==> src/rtl/approx_mult_err_sweep.sv <==
// Sweeps every (A,B) pair through an external approximate multiplier, one pair per clock, and gathers error statistics.
// Latency: done pulses in the cycle after edge N+1+MULT_LAT counted from the start edge.
// Backpressure: none; the multiplier must accept one pair per clock, and start is ignored while busy.
module approx_mult_err_sweep #(
    parameter int W        = 4,
    parameter int MULT_LAT = 0,
    parameter int SUM_W    = 16
) (
    input  logic               clk,
    input  logic               rst_n,
    input  logic               start,
    output logic [W-1:0]       mult_a,
    output logic [W-1:0]       mult_b,
    input  logic [2*W-1:0]     mult_r,
    output logic               busy,
    output logic               done,
    output logic [2*W:0]       err_count,
    output logic [SUM_W-1:0]   sum_ed,
    output logic               sum_sat,
    output logic [2*W-1:0]     max_ed,
    output logic [W-1:0]       max_a,
    output logic [W-1:0]       max_b
);
    localparam int PW = 2 * W;
    localparam int N  = 1 << PW;
    localparam int EW = ((SUM_W > PW) ? SUM_W : PW) + 1;
    localparam logic [PW-1:0] LAST_IDX = PW'(N - 1);
    localparam logic [PW-1:0] PRE_LAST = PW'(N - 2);
    localparam logic [EW-1:0] SUM_MAX  = (EW'(1) << SUM_W) - EW'(1);

    typedef enum logic [1:0] {IDLE, SWEEP, DRAIN, DONE} state_t;

    typedef struct packed {
        logic         vld;
        logic         last;
        logic [W-1:0] a;
        logic [W-1:0] b;
    } op_t;

    state_t          state, state_nxt;
    logic [PW-1:0]   idx, idx_inc;
    logic            issue_vld, issue_last;
    logic            sweep_go;
    op_t             issue_op, tap_op;
    logic            cap_vld, cap_last;
    logic [W-1:0]    cap_a, cap_b;
    logic [PW-1:0]   cap_r, cap_exact;
    logic [PW-1:0]   ed;
    logic [EW-1:0]   sum_wide;

    assign sweep_go = (state == IDLE) && start;
    assign idx_inc  = idx + PW'(1);

    always_ff @(posedge clk or negedge rst_n) begin
        if (!rst_n) state <= IDLE;
        else        state <= state_nxt;
    end

    always_comb begin
        state_nxt = state;
        busy      = 1'b0;
        done      = 1'b0;
        case (state)
            IDLE:  if (start) state_nxt = SWEEP;
            SWEEP: begin
                busy = 1'b1;
                if (idx == PRE_LAST) state_nxt = DRAIN;
            end
            DRAIN: begin
                busy = 1'b1;
                if (cap_vld && cap_last) state_nxt = DONE;
            end
            DONE: begin
                done      = 1'b1;
                state_nxt = IDLE;
            end
            default: state_nxt = IDLE;
        endcase
    end

    // Operand issue: idx low half drives A, high half drives B.
    always_ff @(posedge clk or negedge rst_n) begin
        if (!rst_n) begin
            idx        <= '0;
            mult_a     <= '0;
            mult_b     <= '0;
            issue_vld  <= 1'b0;
            issue_last <= 1'b0;
        end else begin
            issue_vld  <= 1'b0;
            issue_last <= 1'b0;
            if (sweep_go) begin
                idx       <= '0;
                mult_a    <= '0;
                mult_b    <= '0;
                issue_vld <= 1'b1;
            end else if (state == SWEEP) begin
                idx        <= idx_inc;
                mult_a     <= idx_inc[W-1:0];
                mult_b     <= idx_inc[PW-1:W];
                issue_vld  <= 1'b1;
                issue_last <= (idx_inc == LAST_IDX);
            end
        end
    end

    assign issue_op = '{vld: issue_vld, last: issue_last, a: mult_a, b: mult_b};

    // Operands are delayed to line up with the multiplier's own register stages.
    generate
        if (MULT_LAT == 0) begin : g_nodly
            assign tap_op = issue_op;
        end else begin : g_dly
            op_t dly [MULT_LAT];
            always_ff @(posedge clk or negedge rst_n) begin
                if (!rst_n) begin
                    for (int i = 0; i < MULT_LAT; i++) dly[i] <= '0;
                end else begin
                    dly[0] <= issue_op;
                    for (int i = 1; i < MULT_LAT; i++) dly[i] <= dly[i-1];
                end
            end
            assign tap_op = dly[MULT_LAT-1];
        end
    endgenerate

    always_ff @(posedge clk or negedge rst_n) begin
        if (!rst_n) begin
            cap_vld   <= 1'b0;
            cap_last  <= 1'b0;
            cap_a     <= '0;
            cap_b     <= '0;
            cap_r     <= '0;
            cap_exact <= '0;
        end else begin
            cap_vld   <= tap_op.vld;
            cap_last  <= tap_op.last;
            cap_a     <= tap_op.a;
            cap_b     <= tap_op.b;
            cap_r     <= mult_r;
            cap_exact <= PW'(tap_op.a) * PW'(tap_op.b);
        end
    end

    assign ed       = (cap_r >= cap_exact) ? (cap_r - cap_exact) : (cap_exact - cap_r);
    assign sum_wide = EW'(sum_ed) + EW'(ed);

    // Strict > keeps the operands of the first pair that reached the maximum.
    always_ff @(posedge clk or negedge rst_n) begin
        if (!rst_n) begin
            err_count <= '0;
            sum_ed    <= '0;
            sum_sat   <= 1'b0;
            max_ed    <= '0;
            max_a     <= '0;
            max_b     <= '0;
        end else if (sweep_go) begin
            err_count <= '0;
            sum_ed    <= '0;
            sum_sat   <= 1'b0;
            max_ed    <= '0;
            max_a     <= '0;
            max_b     <= '0;
        end else if (cap_vld) begin
            if (ed != '0) err_count <= err_count + (PW+1)'(1);
            if (sum_wide > SUM_MAX) begin
                sum_ed  <= '1;
                sum_sat <= 1'b1;
            end else begin
                sum_ed <= sum_wide[SUM_W-1:0];
            end
            if (ed > max_ed) begin
                max_ed <= ed;
                max_a  <= cap_a;
                max_b  <= cap_b;
            end
        end
    end
endmodule
==> config.mk <==
export PLATFORM = sky130hd
export DESIGN_NAME = approx_mult_err_sweep
export DESIGN_NICKNAME = d
export VERILOG_FILES = /design/src/rtl/approx_mult_err_sweep.sv
export SDC_FILE = /design/constraint.sdc
export NUM_CORES = 1
export LEC_CHECK = 0
export ABC_AREA = 1
export ABC_CLOCK_PERIOD_IN_PS = 4250
export CAP_MARGIN = 15
export CELL_PAD_IN_SITES_DETAIL_PLACEMENT = 1
export CELL_PAD_IN_SITES_GLOBAL_PLACEMENT = 1
export CORE_MARGIN = 3
export CORE_UTILIZATION = 42
export DETAILED_ROUTE_END_ITERATION = 10
export PLACE_DENSITY_LB_ADDON = 0.1
export SLEW_MARGIN = 10
export SYNTH_ARGS = -nofsm -noshare
export SYNTH_HDL_FRONTEND = slang
export SYNTH_SLANG_ARGS = --single-unit
==> constraint.sdc <==
create_clock -name clk -period 4.25 [get_ports clk]
set_clock_uncertainty 0.15 [all_clocks]
set_input_delay 0.425 -clock clk [delete_from_list [all_inputs] [get_ports clk]]
set_output_delay 0.425 -clock clk [all_outputs]
set_load 0.02 [all_outputs]
======== After elaboration in Yosys (flattened, before gate mapping) ========
Cells that the tools add are included.
W data, S select, Z words.
cells by class
  add/sub/neg operators ................... 5
  $mul .................................... 1
  order comparisons ....................... 3
  equality and inequality tests ........... 8
  muxes and demuxes ....................... 35
  reduce and logical (&&, ||, !) cells .... 14
operator list
  cell                    number
  $mux W16                3
  $mux W8                 6
  $mux W4                 10
  $mux W9                 3
  $add A16 B8 Y17         1
  $gt A17 B16 Y1 const B  1
  $eq A8 B8 Y1 const B    2
  $sub A8 B8 Y8           2
  $reduce_bool A2 Y1      5
  $add A9 B1 Y9 const B   1
  $mux W1                 9
  $add A8 B1 Y8 const B   1
  $ge A8 B8 Y1            1
  $gt A8 B8 Y1            1
  $mul A4 B4 Y8           1
  $pmux W2 S4             1
  $reduce_bool A8 Y1      1
  $mux W2                 3
  $ne A2 B2 Y1 const B    3
  $reduce_and A2 Y1       3
  $eq A2 B2 Y1 const B    2
  $reduce_and A3 Y1       1
  $eq A2 B1 Y1 const B    1
  $logic_and A1 B1 Y1     2
  2 further kinds         2
storage, ports and cells
  register bits after elaboration ......... 88
  input bits .............................. 11
  output and inout bits ................... 52
  word-level logic and storage cells ...... 84

======== Depth between registers and ports, before layout ========
Gate-level depths: netlist of the first run.
  depth after elaboration ................. 7
  depth in mapped cells ................... 23
  gate-level depth less buffers ........... 23

======== Least setup slack after synthesis of the first run ========
OpenSTA, ideal clock, no wires.
  kind .................................... register to register
  start ................................... register cap_r[0]
  end ..................................... register sum_ed[10]
  setup time .............................. 91 ps
  arrival time ............................ 3,052 ps
  data required time ...................... 4,009 ps
  setup slack ............................. 957 ps
  stages on the path, launching flop included .. 23
  path buffers ............................ 1
  clock period less this slack ............ 3,293 ps
  path through ............................ dfrtp_1 inv_1 ha_1 inv_1 fa_1 nand3_1 nand2_2 nand2_1 nand3_4 inv_4 nand2_1 nand2_1 inv_2 ha_1 inv_1 o211ai_1 nand2_1 nand2_1 nand2_1 nor2_1 nand4_2 buf_2 o211ai_1
on the way
  cells in the longest elaborated chain, start to end .. 7
  elaborated cells between the ends (all ways) .. 9
  classes of those cells .................. add/sub: 3; order compare: 2; mux: 4
RTL lines
  element                                        line  RTL
  start: declaration                             47    logic [PW-1:0] cap_r, cap_exact;
  start signal: assignment                       140   cap_r <= mult_r;
  $sub A8 B8 Y8 or $ge A8 B8 Y1 (tied branches)  145   assign ed = (cap_r >= cap_exact) ? (cap_r - cap_exact) : (cap_exact - cap_r);
  $mux W8 (*)                                    145
  $add A16 B8 Y17 (*)                            146   assign sum_wide = EW'(sum_ed) + EW'(ed);
  $gt A17 B16 Y1                                 166   if (sum_wide > SUM_MAX) begin
  $mux W16 (*)                                   166
  $mux W16 (*)                                   164   end else if (cap_vld) begin
  $mux W16 (*)                                   157   end else if (sweep_go) begin
  end signal: assignment                         170   sum_ed <= sum_wide[SUM_W-1:0];
  end: declaration                               18    output logic [SUM_W-1:0] sum_ed,
Every way passes the cells marked *; elsewhere a longest branch is shown, timed or not. The select of a mux whose other input is x is not followed.
A chain may end at the register's enable or synchronous reset.

======== Worst setup path in the final report of the first run ========
  start ................................... register cap_r[0]
  end ..................................... register max_ed[4]
on the way
  cells in the longest elaborated chain, start to end .. 5
  elaborated cells between the ends (all ways) .. 10
  classes of those cells .................. add/sub: 2; order compare: 2; mux: 4; reduce/logical: 2
RTL lines
  element                                                         line  RTL
  $sub A8 B8 Y8 or $ge A8 B8 Y1 (tied branches)                   145
  $mux W8 (*)                                                     145
  $gt A8 B8 Y1 or $mux W8 (tied branches)                         172   if (ed > max_ed) begin
  $reduce_bool A2 Y1 (no source line) or $mux W8 (tied branches)  -
  $reduce_and A2 Y1 (no source line) or $mux W8 (tied branches)   -
  end signal: assignment                                          154   max_ed <= '0;
  end signal: assignment                                          161   max_ed <= '0;
  end signal: assignment                                          173   max_ed <= ed;
  end: declaration                                                20    output logic [2*W-1:0] max_ed,
Marked as above.

==> metrics, run 1 <==
outcome completed; max-cap violation count 0; register area share after synthesis 0.380; Finished Layout Cells around 900; layout cell share with drive strength beyond 1 0.0726; area of placed instances between 6000 and 7000 µm²; Layout Nets 797; setup TNS 0 ns; Worst Tran Pin Value 1.05 ns; post-route minimum period 3.71 ns; Stages on worst setup path 21; Top Ports 63; number of DRC markers in iteration 0 roughly 170; Startpoint Class register; initial antenna violation count 0; grt total ovfl 0; fmax 270 MHz; die area roughly 14000 µm²; DR pass1 iterations 4; routed len/inst roughly 16 µm; Sw Pwr just over 2 mW; final worst slack 0.541 ns; r2r setup slk around 0.54 ns; fillers 1508; largest net degree at the start of global routing between 80 and 90; Area Overhead vs Synth 21.4%; Seq. cell area around 2000 µm²; min-delay worst type input pin to async pin; final period utilization 0.873; CTS tree built; CP required between 4 and 5 ns; Hold Vio Cnt, Final 0; reg2reg start cap_r[0]; worst vdd ir between 0.0003 and 0.0004 V; Pint 2.39 mW; clk buf depth 2; Comb power frac 0.527; final RePlAce weighted congestion 0.826; n_diodes 0; syn avg cell area 7.98 µm²; Worst Setup EP max_ed[4]; Mapped Nets 733; worst-skew pair later-pin latency 0.35 ns; worst r2r path cells 21; WS Path Type register to register; total core area about 12000 µm²; Crit Reg-Reg Endpoint max_ed[4]; crit path from cap_r[0]; critical-path maximum fanout 10; part of the power in registers 0.290; die extent in x around 120 µm; Synth area leaders dfrtp_1 38%, ha_1 13%, nand2_1 13%; HPWL Detailed ~11 mm; #FFs+latches synth 80; placed instance count around 900; Buffers on Ports 62; Worst slew margin 0.301; Die Y between 100 and 150 µm; clock share of power 0.183; CP endpoint kind register; Buf/Inv on CP 6; Initial Utilization 0.434; area share of the leading cell type in the synthesized netlist 0.380; Post-Syn Area approximately 5300 µm²; pins over their slew limit 0; area of the multi-input gates between 2000 and 3000 µm²; Synth Warn # 0; Total Wirelength approximately 14 mm; number of global-route vias before repair between 5000 and 6000; CTS Sinks 80; Switching Fraction 0.459; RSZ-0062 raised after global routing false; slowest cell on the critical path fa_1; TritonCTS Buffers 9; H-Tree Depth 3; CP max stage delay between 0.4 and 0.5 ns; pre-CTS setup slack 0.373 ns; Post-Layout Inst Area ~6400 µm²; antenna viol nets, final 0; most frequent CP cell nand2_1; cell count after synthesis 661; first-pass GRT wire length about 25 mm; post-synth top area cell dfrtp_1; Yosys cell types 42; pwr/cell area between 600 and 700 nW/µm²; Worst EP arrival between 3 and 4 ns; via count ~4600; # DRC 0; static leakage around 3.4 nW; clk slew on worst S/H paths approximately 0.06 ns; CTS root buf clkbuf_16; Final Util 0.526; Post-CTS Setup Inserts 0; FP Rows 40; CP top delay family simple AND/OR/NAND/NOR gates; Final setup viols 0; Total GRT Usage 0.217; vias per cell around 5.1; cells along the critical path inv_1 > ha_1 > inv_1 > fa_1 > nand3_1 > nand2_2 > nand2_1 > nand3_4 > inv_4 > nand2_1 > nand2_1 > inv_1 > ha_1 > nand4_1 > inv_1 > nand2_1 > o211ai_1 > nand3_1 > buf_4 > nand2_1 > o22ai_1
-- registers in the layout, summed over array words and instances (netlist names), 8 cells and up --
register and count:
cap_r 8, cap_exact 8, err_count 9, sum_ed 16
max_ed 8
-- routing by layer --
layer,track usage,part of all wire,vias up
met5,0,0,-
met2,0.379,0.50,57
met4,0.0696,0.018,0
li1,-,-,2223
met1,0.273,0.46,2260
met3,0.0394,0.024,20
-- worst min-delay path by stage --
stage,endpoint,slack (ns),depth (start not counted)
3_5_place_dp,cap_last,0.19,0
5_1_grt,cap_r[5],0.18,1
2_1_floorplan,cap_a[0],-0.02,0
4_1_cts,max_ed[6],0.15,1
6_report,cap_r[5],0.08,1
3_3_place_gp,cap_last,0.19,0
-- synth_stat cells (all sizes together) --
master and instances:
nand2 191, nand3 62, buf 3, dfrtp 80
nor2 35, o21bai 2, o211ai 8, nor3 4
xnor2 6, a31oi 1, clkinv 2, nor4 1
a22oi 1, fa 7, a21o 1, a31o 1
inv 108, a21oi 20, xor2 18, clkbuf 11
o221ai 1, o21ai 19, nand4 12, nor3b 2
or2 1, and2 1, o22ai 8, a21boi 1
ha 54
-- placed cells by master, fill, tap and decap left out, types with 2 or more instances in the layout --
cell type          n
nand2_1          177
inv_1            103
dfrtp_1           80
clkdlybuf4s50_1   61
nand3_1           59
ha_1              54
nor2_1            30
a21oi_1           19
o21ai_0           19
xor2_1            18
nand2_2           12
nand4_1           11
clkbuf_16          9
o211ai_1           8
o22ai_1            8
fa_1               7
xnor2_1            6
buf_4              6
inv_2              4
nor3_1             4
nor2_4             3
nand3_2            2
clkinv_1           2
nor2_2             2
nor3b_1            2
o21bai_1           2
clkinvlp_4         2
-- logic make-up after synthesis --
family / Yosys count / synth area share
xor gates and xnor gates: 24 / 0.0399
DFF: 80 / 0.380
adders and majority gates: 61 / 0.155
and+or+nand+nor: 309 / 0.265
buffers and inverters: 124 / 0.0897
AOI/OAI and AO/OA: 63 / 0.0717
-- final cells by class --
type | instances | share of cell area
Sequential cell | 80 | 0.313
Multi-Input combinational cell | 457 | 0.439
Clock buffer | 10 | 0.0373
Timing Repair Buffer | 67 | 0.102
Inverter | 110 | 0.0649
Clock inverter | 6 | 0.0106
Tap cell | 168 | 0.0328
-- power by group through the flow --
stage	combinational [mW]	sequential (mW)	clock (mW)
floorplan	1.38	1.37	0
global placement	2.23	1.29	0
detailed placement	2.33	1.30	0
CTS	2.36	1.29	0.831
global route	2.62	1.33	0.867
finish	2.33	1.28	0.811
-- per-stage QoR --
step,power [mW],hold slack (ns)
finish,4.43,0.0795
detailed placement,3.63,0.187
global placement,3.52,0.185
global route,4.82,0.181
CTS,4.48,0.155
floorplan,2.75,-0.0206
-- what timing repair did --
item                                    CTS  global route
hold buffers                              0             0
endpoints found under the setup margin    0            16
gates resized for setup                   0             2
No activity file was read; power rests on OpenSTA's default activity.
==> inputs of run 2 (changes only) <==
--- a/config.mk
+++ b/config.mk
@@ -13,6 +13,7 @@
 export CORE_MARGIN = 3
 export CORE_UTILIZATION = 42
 export DETAILED_ROUTE_END_ITERATION = 10
+export GPL_TIMING_DRIVEN = 0
 export PLACE_DENSITY_LB_ADDON = 0.1
 export SLEW_MARGIN = 10
 export SYNTH_ARGS = -nofsm -noshare
==> metrics, run 2 (synthesized netlist as in run 1, its figures left out) <==
pwr/cell area 681 nW/µm² (was 692 nW/µm²); die extent in x 118 µm (unchanged); die area 13900 µm² (unchanged); Sw Pwr 2.01 mW (was 2.03 mW); min-delay worst type register to register (was input pin to async pin); part of the power in registers 0.276 (was 0.290); n_diodes 0 (unchanged); fmax 256 MHz (was 270 MHz); WS Path Type register to register (unchanged); Final setup viols 0 (unchanged); Top Registers sum_ed (16), err_count (9) (unchanged); max reg flops 16 (unchanged); CTS tree built (unchanged); Buffers on Ports 62 (unchanged); final period utilization 0.918 (was 0.873); commonest cells after routing, fill and taps aside 177 x nand2_1, 102 x inv_1, 80 x dfrtp_1, 61 x clkdlybuf4s50_1, 58 x nand3_1 (was 177 x nand2_1, 103 x inv_1, 80 x dfrtp_1, 61 x clkdlybuf4s50_1, 59 x nand3_1); CTS root buf clkbuf_16 (unchanged); Worst slew margin 0.642 (was 0.301); FP Rows 40 (unchanged); Top reg by flops sum_ed (unchanged); Pint 2.37 mW (was 2.39 mW); via count 4561 (was 4560); worst-skew pair later-pin latency 0.35 ns (about the same); initial antenna violation count 0 (unchanged); post-route minimum period 3.90 ns (was 3.71 ns); Seq. cell area 2000 µm² (unchanged); Initial Utilization 0.434 (unchanged); critical-path maximum fanout 9 (was 10); CP endpoint kind register (unchanged); Switching Fraction 0.460 (was 0.459); number of DRC markers in iteration 0 196 (was 169); clk buf depth 2 (unchanged); vias per cell 5.03 (was 5.08); Worst EP arrival 4.03 ns (was 3.77 ns); worst vdd ir 0.000396 V (was 0.000331 V); TritonCTS Buffers 9 (unchanged); Final Util 0.529 (was 0.526); H-Tree Depth 3 (unchanged); Hold Vio Cnt, Final 0 (unchanged); pins over their slew limit 0 (unchanged); first-pass GRT wire length 24.5 mm (was 24.7 mm); layout cell share with drive strength beyond 1 0.0690 (was 0.0726); Worst Tran Pin Value 0.534 ns (was 1.05 ns); largest net degree at the start of global routing 53 (was 81); Die Y 118 µm (unchanged); Post-CTS Setup Inserts 0 (unchanged); M2 GR Usage 0.375 (was 0.379); Layout Nets 808 (was 797); fillers 1509 (was 1508); number of global-route vias before repair 5037 (was 5074); Comb power frac 0.549 (was 0.527); DR pass1 iterations 4 (unchanged); grt total ovfl 0 (unchanged); Total Wirelength 14.0 mm (was 14.1 mm); routing usage on met1 0.274 (was 0.273); routed len/inst 15.4 µm (was 15.7 µm); area of the multi-input gates 2820 µm² (was 2810 µm²); clock share of power 0.175 (was 0.183); CP required 4.38 ns (was 4.31 ns); clk slew on worst S/H paths 0.07 ns (was 0.06 ns); area of placed instances 6130 µm² (was 6080 µm²); Top Ports 63 (unchanged); Most Crowded Layer GR met2 (unchanged); met3 Use GR 0.0399 (was 0.0394); static leakage 3.37 nW (was 3.36 nW); total core area 12200 µm² (unchanged); antenna viol nets, final 0 (unchanged); Area Overhead vs Synth 21.9% (was 21.4%); commonest non-fill, non-tap cell in the layout nand2_1 (unchanged); # DRC 0 (unchanged); Post-Layout Inst Area 6430 µm² (was 6400 µm²); final RePlAce weighted congestion 0.865 (was 0.826); total power 4.38 mW (was 4.43 mW); Total GRT Usage 0.215 (was 0.217); Startpoint Class register (unchanged); HPWL Detailed 10.8 mm (was 10.6 mm); outcome completed (unchanged); max-cap violation count 0 (unchanged); CTS Sinks 80 (unchanged)
## run 2: worst paths after layout
kind	end	slack [ns]	cells after the start	start
max in group asynchronous	idx[3]	2.93	3	rst_n
max	max_b[2]	0.35	21	cap_r[0]
max reg2reg	max_b[2]	0.35	21	cap_r[0]
min reg2reg	cap_vld	0.20	0	issue_vld
min	cap_vld	0.20	0	issue_vld
min in group asynchronous	max_ed[7]	0.41	2	rst_n
## run 2: final cells by class
class	count	share of cell area
timing repair buffer	64	0.102
buffer	14	0.00895
inverter	110	0.0646
tap	168	0.0327
multi-input combinational	457	0.438
sequential	80	0.311
clock buffer	9	0.0350
clock inverter	5	0.00778
## run 2: metrics by stage
step | TNS, ns | std cells | hold WS, ns | worst slack [ns]
final | 0 | 907 | 0.196 | 0.350
after detailed placement | 0 | 892 | 0.186 | 0.231
after CTS | 0 | 907 | 0.196 | 0.193
after global routing | -0.0360 | 907 | 0.203 | -0.0130
after global placement | -32.93 | 891 | 0.183 | -0.419
after floorplan | 0 | 661 | -0.0206 | 0.957
## run 2: layer usage
layer	part of all wire	routed length, µm
met1	0.46	6490
met2	0.50	6980
met3	0.025	345
met4	0.014	193
met5	0	0
## run 2: power groups by stage
stage,clock (mW),sequential [mW],combinational (mW)
2_1_floorplan,0,1.37,1.38
3_3_place_gp,0,1.21,2.29
3_5_place_dp,0,1.22,2.40
4_1_cts,0.781,1.21,2.42
5_1_grt,0.820,1.25,2.70
6_report,0.767,1.21,2.40
## run 2: timing repair
action / 4_1_cts / 5_1_grt
resized for setup: 0 / 4
hold buffers: 1 / 0
hold endpoints to repair: 28 / 0
endpoints found under the setup margin: 0 / 25
## run 2: worst max-delay path, stage by stage (launching register included)
cell      delay [ns]
dfrtp_1         0.38
inv_1           0.06
ha_1            0.14
inv_1           0.06
fa_1            0.44
nand3_1         0.16
nand2_2         0.08
nand2_1         0.10
nand3_4         0.14
inv_4           0.11
nand2_1         0.05
nand2_1         0.09
inv_2           0.08
ha_1            0.30
nand2_1         0.07
o21ai_0         0.21
nand2_1         0.08
o211ai_1        0.18
nand4_1         0.46
inv_2           0.33
nand2_1         0.10
nand2_1         0.07
